`src/rtl/maria_line_ram_if.sv`:
```
`default_nettype none
// ============================================================================
// Module      : maria_line_ram_if
// Description : Bus bundle between the sync/DMA side and the Maria line RAM.
//               The master drives timing strobes and pixel writes. The slave
//               returns busy status and the display pixel stream.
// Revision    : 1.0 - initial release
// ============================================================================
interface maria_line_ram_if #(
    parameter int WIDTH = 5
);
    logic             mclk0;
    logic             lrc;
    logic             border;
    logic             vblank;
    logic             kangaroo;
    logic             wr_en;
    logic [7:0]       wr_addr;
    logic [WIDTH-1:0] wr_data;
    logic             busy;
    logic [WIDTH-1:0] pix_data;
    logic             pix_valid;

    modport master (
        output mclk0, lrc, border, vblank, kangaroo, wr_en, wr_addr, wr_data,
        input  busy, pix_data, pix_valid
    );

    modport slave (
        input  mclk0, lrc, border, vblank, kangaroo, wr_en, wr_addr, wr_data,
        output busy, pix_data, pix_valid
    );
endinterface
`default_nettype wire

```
`src/rtl/maria_line_ram.sv`:
```
`default_nettype none
// ============================================================================
// Module      : maria_line_ram
// Description : Double-buffered 160-entry line RAM. One bank is filled by
//               pixel writes while the other bank is shifted out and cleared
//               behind the beam. The two banks swap roles on lrc.
// Revision    : 1.0 - initial release
// ============================================================================
module maria_line_ram #(
    parameter int WIDTH  = 5,
    parameter int PIXELS = 160
) (
    input  wire logic       clk,
    input  wire logic       reset_n,
    maria_line_ram_if.slave bus
);
    localparam logic [7:0] c_LAST = 8'(PIXELS - 1);

    localparam logic [0:0] S_CLEAR = 1'b0;
    localparam logic [0:0] S_RUN   = 1'b1;

    logic [0:0]       r_state;
    logic [0:0]       w_state_nxt;
    logic             w_busy;

    logic [7:0]       r_clr_addr;
    logic [7:0]       r_rd_addr;
    logic             r_wbank;      // 0: bank A takes writes, 1: bank B does
    logic             r_phase;      // 0: fetch pixel, 1: clear entry and advance
    logic [WIDTH-1:0] r_pix_data;
    logic             r_pix_valid;

    logic [WIDTH-1:0] r_bank_a [0:PIXELS-1];
    logic [WIDTH-1:0] r_bank_b [0:PIXELS-1];

    logic             w_clearing;
    logic             w_run;
    logic             w_window;
    logic             w_tick;
    logic             w_swap;
    logic             w_step;
    logic             w_clr_rd;
    logic             w_wr_ok;
    logic [WIDTH-1:0] w_rd_word;

    assign w_clearing = reset_n && (r_state == S_CLEAR);
    assign w_run      = reset_n && (r_state == S_RUN);
    assign w_window   = !bus.border && !bus.vblank;
    assign w_tick     = w_run && bus.mclk0;
    assign w_swap     = w_tick && bus.lrc;
    // A swap takes priority over the readout step on the same colour clock
    assign w_step     = w_tick && w_window && !bus.lrc;
    assign w_clr_rd   = w_step && r_phase;
    // Colour index 0 is transparent unless kangaroo mode stores it
    assign w_wr_ok    = w_run && bus.wr_en && (bus.wr_addr <= c_LAST) &&
                        ((bus.wr_data[1:0] != 2'b00) || bus.kangaroo);
    // The read bank is always the bank that is not taking writes
    assign w_rd_word  = r_wbank ? r_bank_a[r_rd_addr] : r_bank_b[r_rd_addr];

    // State register: reset always restarts the clear walk
    always_ff @(posedge clk) begin
        if (!reset_n) begin
            r_state <= S_CLEAR;
        end else begin
            r_state <= w_state_nxt;
        end
    end

    // Next state: leave CLEAR once the last address has been zeroed
    always_comb begin
        w_state_nxt = r_state;
        case (r_state)
            S_CLEAR: if (r_clr_addr == c_LAST) w_state_nxt = S_RUN;
            S_RUN:   w_state_nxt = S_RUN;
            default: w_state_nxt = S_CLEAR;
        endcase
    end

    // FSM outputs: busy flags the post-reset clear
    always_comb begin
        w_busy = (r_state == S_CLEAR);
    end

    // Clear address walks 0..PIXELS-1 once per clk while clearing
    always_ff @(posedge clk) begin
        if (!reset_n) begin
            r_clr_addr <= 8'd0;
        end else if (w_clearing) begin
            r_clr_addr <= (r_clr_addr == c_LAST) ? 8'd0 : r_clr_addr + 8'd1;
        end
    end

    // Bank A: clear walk, then writes when it is the write bank and display clears otherwise
    always_ff @(posedge clk) begin
        if (w_clearing) begin
            r_bank_a[r_clr_addr] <= '0;
        end else if (w_wr_ok && !r_wbank) begin
            r_bank_a[bus.wr_addr] <= bus.wr_data;
        end else if (w_clr_rd && r_wbank) begin
            r_bank_a[r_rd_addr] <= '0;
        end
    end

    // Bank B: mirror of bank A with the bank roles inverted
    always_ff @(posedge clk) begin
        if (w_clearing) begin
            r_bank_b[r_clr_addr] <= '0;
        end else if (w_wr_ok && r_wbank) begin
            r_bank_b[bus.wr_addr] <= bus.wr_data;
        end else if (w_clr_rd && !r_wbank) begin
            r_bank_b[r_rd_addr] <= '0;
        end
    end

    // Swap and readout sequencing: each pixel is held for two colour clocks
    always_ff @(posedge clk) begin
        if (!reset_n) begin
            r_wbank     <= 1'b0;
            r_rd_addr   <= 8'd0;
            r_phase     <= 1'b0;
            r_pix_data  <= '0;
            r_pix_valid <= 1'b0;
        end else begin
            if (w_swap) begin
                r_wbank   <= ~r_wbank;
                r_rd_addr <= 8'd0;
                r_phase   <= 1'b0;
            end else if (w_step) begin
                r_phase <= ~r_phase;
                if (!r_phase) begin
                    r_pix_data  <= w_rd_word;
                    r_pix_valid <= 1'b1;
                end else if (r_rd_addr != c_LAST) begin
                    r_rd_addr <= r_rd_addr + 8'd1;
                end
            end
            if (w_tick && !w_window) begin
                r_pix_data  <= '0;
                r_pix_valid <= 1'b0;
            end
        end
    end

    assign bus.busy      = w_busy;
    assign bus.pix_data  = r_pix_data;
    assign bus.pix_valid = r_pix_valid;
endmodule
`default_nettype wire

```
`src/flat_wrapper.sv`:
```
// flat-port wrapper written by rule: the top's interface ports become plain ports
module maria_line_ram_flat 
#(
    parameter int WIDTH  = 5,
    parameter int PIXELS = 160
)
  (clk, reset_n, bus_mclk0, bus_lrc, bus_border, bus_vblank, bus_kangaroo, bus_wr_en, bus_wr_addr, bus_wr_data, bus_busy, bus_pix_data, bus_pix_valid);
  maria_line_ram_if #(.WIDTH(WIDTH)) bus_i ();
  input  wire logic clk;
  input  wire logic reset_n;
  input wire logic [$bits(bus_i.mclk0)-1:0] bus_mclk0;
  input wire logic [$bits(bus_i.lrc)-1:0] bus_lrc;
  input wire logic [$bits(bus_i.border)-1:0] bus_border;
  input wire logic [$bits(bus_i.vblank)-1:0] bus_vblank;
  input wire logic [$bits(bus_i.kangaroo)-1:0] bus_kangaroo;
  input wire logic [$bits(bus_i.wr_en)-1:0] bus_wr_en;
  input wire logic [$bits(bus_i.wr_addr)-1:0] bus_wr_addr;
  input wire logic [$bits(bus_i.wr_data)-1:0] bus_wr_data;
  output wire logic [$bits(bus_i.busy)-1:0] bus_busy;
  output wire logic [$bits(bus_i.pix_data)-1:0] bus_pix_data;
  output wire logic [$bits(bus_i.pix_valid)-1:0] bus_pix_valid;
  assign bus_i.mclk0 = bus_mclk0;
  assign bus_i.lrc = bus_lrc;
  assign bus_i.border = bus_border;
  assign bus_i.vblank = bus_vblank;
  assign bus_i.kangaroo = bus_kangaroo;
  assign bus_i.wr_en = bus_wr_en;
  assign bus_i.wr_addr = bus_wr_addr;
  assign bus_i.wr_data = bus_wr_data;
  assign bus_busy = bus_i.busy;
  assign bus_pix_data = bus_i.pix_data;
  assign bus_pix_valid = bus_i.pix_valid;
  maria_line_ram #(.WIDTH(WIDTH), .PIXELS(PIXELS)) u_core (.clk(clk), .reset_n(reset_n), .bus(bus_i));
endmodule
```
`config.mk`:
```
export PLATFORM = sky130hd
export DESIGN_NAME = maria_line_ram_flat
export DESIGN_NICKNAME = d
export VERILOG_FILES = /design/src/rtl/maria_line_ram_if.sv /design/src/rtl/maria_line_ram.sv /design/src/flat_wrapper.sv
export SDC_FILE = /design/constraint.sdc
export NUM_CORES = 2
export LEC_CHECK = 0
export ABC_AREA = 1
export BUFFER_PORTS_ARGS = -buffer_cell sky130_fd_sc_hd__buf_2
export CAP_MARGIN = 20
export CORE_UTILIZATION = 63
export DETAILED_ROUTE_END_ITERATION = 16
export HOLD_SLACK_MARGIN = 0.03
export PLACE_DENSITY = 0.81
export SLEW_MARGIN = 40
export SYNTH_ARGS = -nofsm -noshare
export SYNTH_HDL_FRONTEND = slang
export SYNTH_SLANG_ARGS = --single-unit
```
`constraint.sdc`:
```
create_clock -name clk -period 7.3 [get_ports clk]
set_input_delay 0.365 -clock clk [delete_from_list [all_inputs] [get_ports clk]]
set_output_delay 0.365 -clock clk [all_outputs]
set_load 0.03 [all_outputs]
```
* Word level (Yosys, flattened, before mapping)
Memory sizes are Yosys's and may differ from the RTL's. A register that Yosys moved wholly into a read port is not among the register bits.
Cells that the tools add are included.
** Operators by class
- $add $sub $neg :: 2
- $lt $le $gt $ge :: 1
- Equal/unequal tests :: 2
- Muxes and demuxes :: 36
- Bitwise logic cells :: 5
- Reduce and logical (&&, ||, !) cells :: 31
** Operators by type and width (count)
- two-way mux 8 bit :: 9
- two-way mux 5 bit :: 5
- two-way mux 1 bit :: 21
- OR reduction 5 bit :: 4
- adder 8 x 1 -> 8 bit (second input constant) :: 2
- logical AND 1 bit :: 16
- == test 8 bit (second input constant) :: 1
- less-or-equal comparator 8 bit (second input constant) :: 1
- != test 8 bit (second input constant) :: 1
- AND reduction 3 bit :: 2
- zero test 1 bit :: 5
- NOT 1 bit :: 5
- OR reduction 2 bit :: 2
- case mux 1 bit (2 select lines) :: 1
- nonzero test 2 bit :: 1
- logical OR 1 bit :: 1
** Word-level totals
- Bits in registers :: 25
- Bits in writable memories :: 1600
- Output and inout port bits :: 7
- Memories kept :: 2
** Memories
- u_core.r_bank_a :: words 160, bits a word 5, read ports 1, clocked after Yosys merged registers in 1, write ports 1, RTL line maria_line_ram.sv:33 : logic [WIDTH-1:0] r_bank_a [0:PIXELS-1];
- u_core.r_bank_b :: words 160, bits a word 5, read ports 1, clocked after Yosys merged registers in 1, write ports 1, RTL line maria_line_ram.sv:34 : logic [WIDTH-1:0] r_bank_b [0:PIXELS-1];

* Depth between registers and ports, before layout
- Depth in word-level cells :: 12
- Depth in mapped cells :: 16
- Gate-level depth less buffers :: 15

* Least setup slack after synthesis
Ideal clock, no wire load.
- Path type :: register to register
- From :: register u_core.r_wbank
- To :: memory u_core.r_bank_b[0][0], data pin
- Library setup time :: 944 ps
- Arrival :: 4849 ps
- Data required time :: 6356 ps
- Setup slack :: 1507 ps
- Cell stages (with the launch flop) :: 8
- Buffers on the path :: 3
- Cell sequence :: dfxtp_1 buf_2 inv_1 buf_2 nor2_4 inv_1 buf_2 nor2_1
** On the way
- Cells in the longest elaborated chain, start to end :: 8
- Elaborated cells on any way between the ends :: 14
- Those cells by class :: mux (9); reduce/logical (5)
** Ends and longest elaborated chain
- start, declared :: RTL line maria_line_ram.sv:28 : logic r_wbank;
- start signal, assigned :: RTL line maria_line_ram.sv:125 : r_wbank <= ~r_wbank;
- zero test 1 bit :: RTL line maria_line_ram.sv:110 : end else if (w_clr_rd && !r_wbank) begin
- logical AND 1 bit :: RTL line maria_line_ram.sv:110
- two-way mux 1 bit :: RTL line maria_line_ram.sv:110
- two-way mux 1 bit :: RTL line maria_line_ram.sv:108 : end else if (w_wr_ok && r_wbank) begin
- two-way mux 1 bit :: RTL line maria_line_ram.sv:106 : if (w_clearing) begin
- two-way mux 1 bit (implied by the code) :: RTL line maria_line_ram.sv:111 : r_bank_b[r_rd_addr] <= '0;
- OR reduction 5 bit (no source line)
- two-way mux 5 bit (no source line) (*)
- end, declared :: RTL line maria_line_ram.sv:34
Every way passes the cells marked *; elsewhere a longest branch is shown, timed or not.

* Worst setup path in the final report
- From :: register u_core.r_wbank
- To :: memory u_core.r_bank_b[30][2] (enable)
** On the way
- Cells in the longest elaborated chain, start to end :: 8
- Elaborated cells on any way between the ends :: 16
- Those cells by class :: mux (11); reduce/logical (5)
** Ends and longest elaborated chain (RTL line)
- zero test 1 bit :: maria_line_ram.sv:110
- logical AND 1 bit :: maria_line_ram.sv:110
- two-way mux 1 bit :: maria_line_ram.sv:110
- two-way mux 1 bit :: maria_line_ram.sv:108
- two-way mux 1 bit :: maria_line_ram.sv:106
- two-way mux 1 bit (implied by the code) :: maria_line_ram.sv:111
- OR reduction 5 bit (no source line)
- two-way mux 8 bit (no source line) / two-way mux 1 bit (equally long branches)
Parallel ways exist; a longest one is shown, timed or not.

==> results.cfg <==
[synthesis]
synth-edff-count = 1600
synthesis.nets = 5891
seq_area_frac_synth_pct = 72.3
post_synth_num_cell_types = 40
yosys_register_bits = 1633
synthesis.yosys.warnings = 0
netlist_area_um2 = 67400
synth_area_per_cell_um2 = 11.5
postSynthCellCount = 5868
synth_ff_type = sky130_fd_sc_hd__edfxtp_1
yosys.area.top_type_share_pct = 71.3
netlist.top_cell.by_area = sky130_fd_sc_hd__edfxtp_1
async_reset_ff_share_pct = 0
synth.top_cells.by_area = sky130_fd_sc_hd__edfxtp_1 71%, sky130_fd_sc_hd__nand3_1 9.1%, sky130_fd_sc_hd__nand2_1 8.7%

[clocking]
htree_num_levels = 4
clock-sinks = 1633
tritoncts = built
cts_repair_resize_count = 0
clock-root-buffer = sky130_fd_sc_hd__clkbuf_16
cts_made_buffers = 151
worstSkewPairLatency_ns = 0.76
clk_pin_slew_ns = 0.06
clk_path_buf_depth = 3

[power]
post-layout-total-power_mw = 18.0
power.share.clock_pct = 42.9
p_sw_share_pct = 19.5
internal_power_mw = 14.5
power_frac_seq_pct = 56.4
pwr_density_cell_nw_per_um2 = 245
ir_worst_vdd_uv = 315
netSwitchingPower_mw = 3.50
cellLeakagePower_nw = 25.7
pwr-share-comb_pct = 0.7

[placed_design]
placed_cells = 6954
globalplace.congestion = 0.915
buffer_ports.inserted = 27
post-dp-hpwl_um = 95500

[timing]
finalClockSkew_ns = 0.0235
final_hold_viol_count = 0
slew_viol_final = 0
layout_worst_path_cycle_share_pct = 61.4
min_period_ns = 4.48
max_freq_mhz = 223
setup_viol = 0
grt_setup_unrepaired = no
timing.slew.headroom_pct = 40.3
worst_pin_slew_ns = 0.896
totalNegativeSetupSlack_ns = 0

[global_route]
largest_net_degree_at_the_start_of_global_routing = 211
vias_in_the_first_global_route = 44400
grt_overflow_total = 0
grt_antenna_before_repair = 5
grt.total_usage_pct = 31.4
grt_first_pass_wirelength_um = 256000

[die]
die_area_um2 = 108000
floorplan.die.width_um = 329
i_o_pins = 28
die_height_um = 329
design.core.area_um2 = 106000
start_util_pct = 63.8
placementRows = 119

[critical_path]
crit_path_end_kind = register
crit_path_top_delay_cell = sky130_fd_sc_hd__dfxtp_1
cpMostUsedCell = sky130_fd_sc_hd__nand2_1
reg2reg_slack_ns = 2.82
crit-reg2reg-capture = u_core.r_bank_b[30][2]$_DFFE_PP_
critical_path_class = register to register
crit_chain = inv_1 > nor2_4 > inv_1 > nand2_1 > o211ai_1 > o21ai_1 > nand2_1 > nor2_1 > nand2_1 > nor2_1
path_max_fanout = 20
setup.worst_path.start_class = register
worst_r2r_startpoint = u_core.r_wbank$_SDFFE_PN0P_
worst_ep_arrival_time_ns = 4.88
critPathMaxStageDelay_ns = 0.84
rr_worst_depth = 10
worstPathRequired_ns = 7.70

[detailed_routing]
detail_route.first_pass.iterations = 7
detail_route.wirelength_um = 172000
via_cell_ratio = 6.46
vias_after_detailed_routing = 46800
number_of_nets_still_failing_antenna_checks_after_routing = 0
routed_wire_length_per_instance_um = 23.7
drc = 0
drt_iter0_markers = 7677

[layout]
multi_input_area_um2 = 16800
layout.cells.most_common = sky130_fd_sc_hd__edfxtp_1
layoutNonFillerInstCount = 7238
finish.net_count = 5748
final_layout_size_suffix_gt1_share_pct = 6.74
flow.area_growth_from_synthesis_pct = 8.96
mostFrequentLayoutCells = 1600 x sky130_fd_sc_hd__edfxtp_1, 1556 x sky130_fd_sc_hd__nand2_1, 1231 x sky130_fd_sc_hd__nand3_1, 520 x sky130_fd_sc_hd__nor2_1, 216 x sky130_fd_sc_hd__o21ai_0
footprint_of_the_flip_flops_and_latches_um2 = 48700
fillers = 6825

[worst_hold_path]
hp-start = bus_mclk0
min_delay_worst_endpoint = u_core.r_phase$_SDFFE_PP0N_
whs_path_depth = 5
worst_hold_path_type = input port to register

[run]
timing.max_cap.violations = 0

[outcome]
outcome = finished, final reports clean
## power by group through the flow
stage | registers [mW] | logic, mW | clock network (mW)
after floorplan | 10.3 | 0.0619 | 0
after global placement | 10.3 | 0.121 | 0
after detailed placement | 10.3 | 0.123 | 0
after CTS | 10.1 | 0.126 | 7.71
after global routing | 10.1 | 0.136 | 8.06
final | 10.1 | 0.133 | 7.72
## critical path: cells and delay by family, from the launching register on
family | cells | cell delay [ns]
buffers and inverters | 2 | 0.94
DFF | 1 | 0.84
AOI/OAI and AO/OA | 2 | 0.36
and+or+nand+nor | 6 | 1.97
## synth_stat cells, types with 2 or more instances
master	n
sky130_fd_sc_hd__dfxtp_1	33
sky130_fd_sc_hd__ha_1	2
sky130_fd_sc_hd__o21ai_2	8
sky130_fd_sc_hd__nand2_2	16
sky130_fd_sc_hd__nand2_1	1557
sky130_fd_sc_hd__clkbuf_1	233
sky130_fd_sc_hd__nand2_4	2
sky130_fd_sc_hd__nor2_4	6
sky130_fd_sc_hd__nand4_1	3
sky130_fd_sc_hd__buf_2	76
sky130_fd_sc_hd__nor4_1	2
sky130_fd_sc_hd__o21ai_1	8
sky130_fd_sc_hd__nor3_1	25
sky130_fd_sc_hd__a21oi_1	38
sky130_fd_sc_hd__nor2_2	3
sky130_fd_sc_hd__o22ai_1	80
sky130_fd_sc_hd__o21a_1	2
sky130_fd_sc_hd__buf_6	10
sky130_fd_sc_hd__nand3_1	1231
sky130_fd_sc_hd__o21ai_0	216
sky130_fd_sc_hd__buf_1	57
sky130_fd_sc_hd__o211ai_1	8
sky130_fd_sc_hd__edfxtp_1	1600
sky130_fd_sc_hd__nor2_1	530
sky130_fd_sc_hd__inv_1	73
sky130_fd_sc_hd__inv_2	19
sky130_fd_sc_hd__nand3_4	17
## how the worst max path moves through the flow
stage	startpoint	to	cells after the start
final	u_core.r_wbank$_SDFFE_PN0P_	u_core.r_bank_b[30][2]$_DFFE_PP_	10
after global routing	u_core.r_wbank$_SDFFE_PN0P_	u_core.r_bank_b[142][1]$_DFFE_PP_	10
after CTS	u_core.r_wbank$_SDFFE_PN0P_	u_core.r_bank_a[23][4]$_DFFE_PP_	10
after detailed placement	u_core.r_wbank$_SDFFE_PN0P_	u_core.r_bank_b[114][1]$_DFFE_PP_	10
after global placement	u_core.r_wbank$_SDFFE_PN0P_	u_core.r_bank_a[30][0]$_DFFE_PP_	10
after floorplan	u_core.r_wbank$_SDFFE_PN0P_	u_core.r_bank_b[0][0]$_DFFE_PP_	7
## metrics by stage
step	hold slack (ns)	cell area (um2)	util, %	worst slack (ns)
6_report	0.106	73400	69.5	2.82
5_1_grt	0.157	73400	69.5	2.66
3_3_place_gp	0.444	68300	64.6	2.92
2_1_floorplan	0.466	67400	-	1.51
4_1_cts	0.0418	73300	69.3	3.08
3_5_place_dp	0.457	68400	64.7	3.10
## routing by layer
metal | wire [um] | global-route usage, %
met5 | 135 | 0
met4 | 7740 | 14.7
met3 | 23600 | 8.15
met2 | 77800 | 47.7
met1 | 62300 | 42.9
## cells by family (layout without fill, tap and decap cells)
logic type / count (synthesis) / after routing / synth area share (%)
fa+ha+maj: 2 / 2 / 0.0371
simple gates: 3396 / 3396 / 21.8
flops: 1633 / 1633 / 72.3
other cells: 0 / 1 / 0
buf+inv: 469 / 447 / 2.86
compound gates: 367 / 367 / 3.02
xor+xnor: 1 / 1 / 0.0130
## state kept, by name, indices dropped and copies added, names as in the netlist, 5 cells and up, named ones only
name,count
u_core.r_clr_addr,8
u_core.bus.pix_data,5
u_core.r_bank_b,800
u_core.r_bank_a,800
u_core.r_rd_addr,8
## repair_timing
item	CTS	global route
hold endpoints to repair	5	0
hold buffers	4	0
setup buffers	0	0
## cell type report
class / instances / area share [%]
Antenna cell: 1 / 0.00341
Multi-Input combinational cell: 3766 / 22.9
Tap cell: 1391 / 2.37
Sequential cell: 1633 / 66.3
Clock buffer: 176 / 5.40
Inverter: 93 / 0.513
Timing Repair Buffer: 80 / 1.28
Clock inverter: 98 / 1.15
No activity file was read; power rests on OpenSTA's default activity.
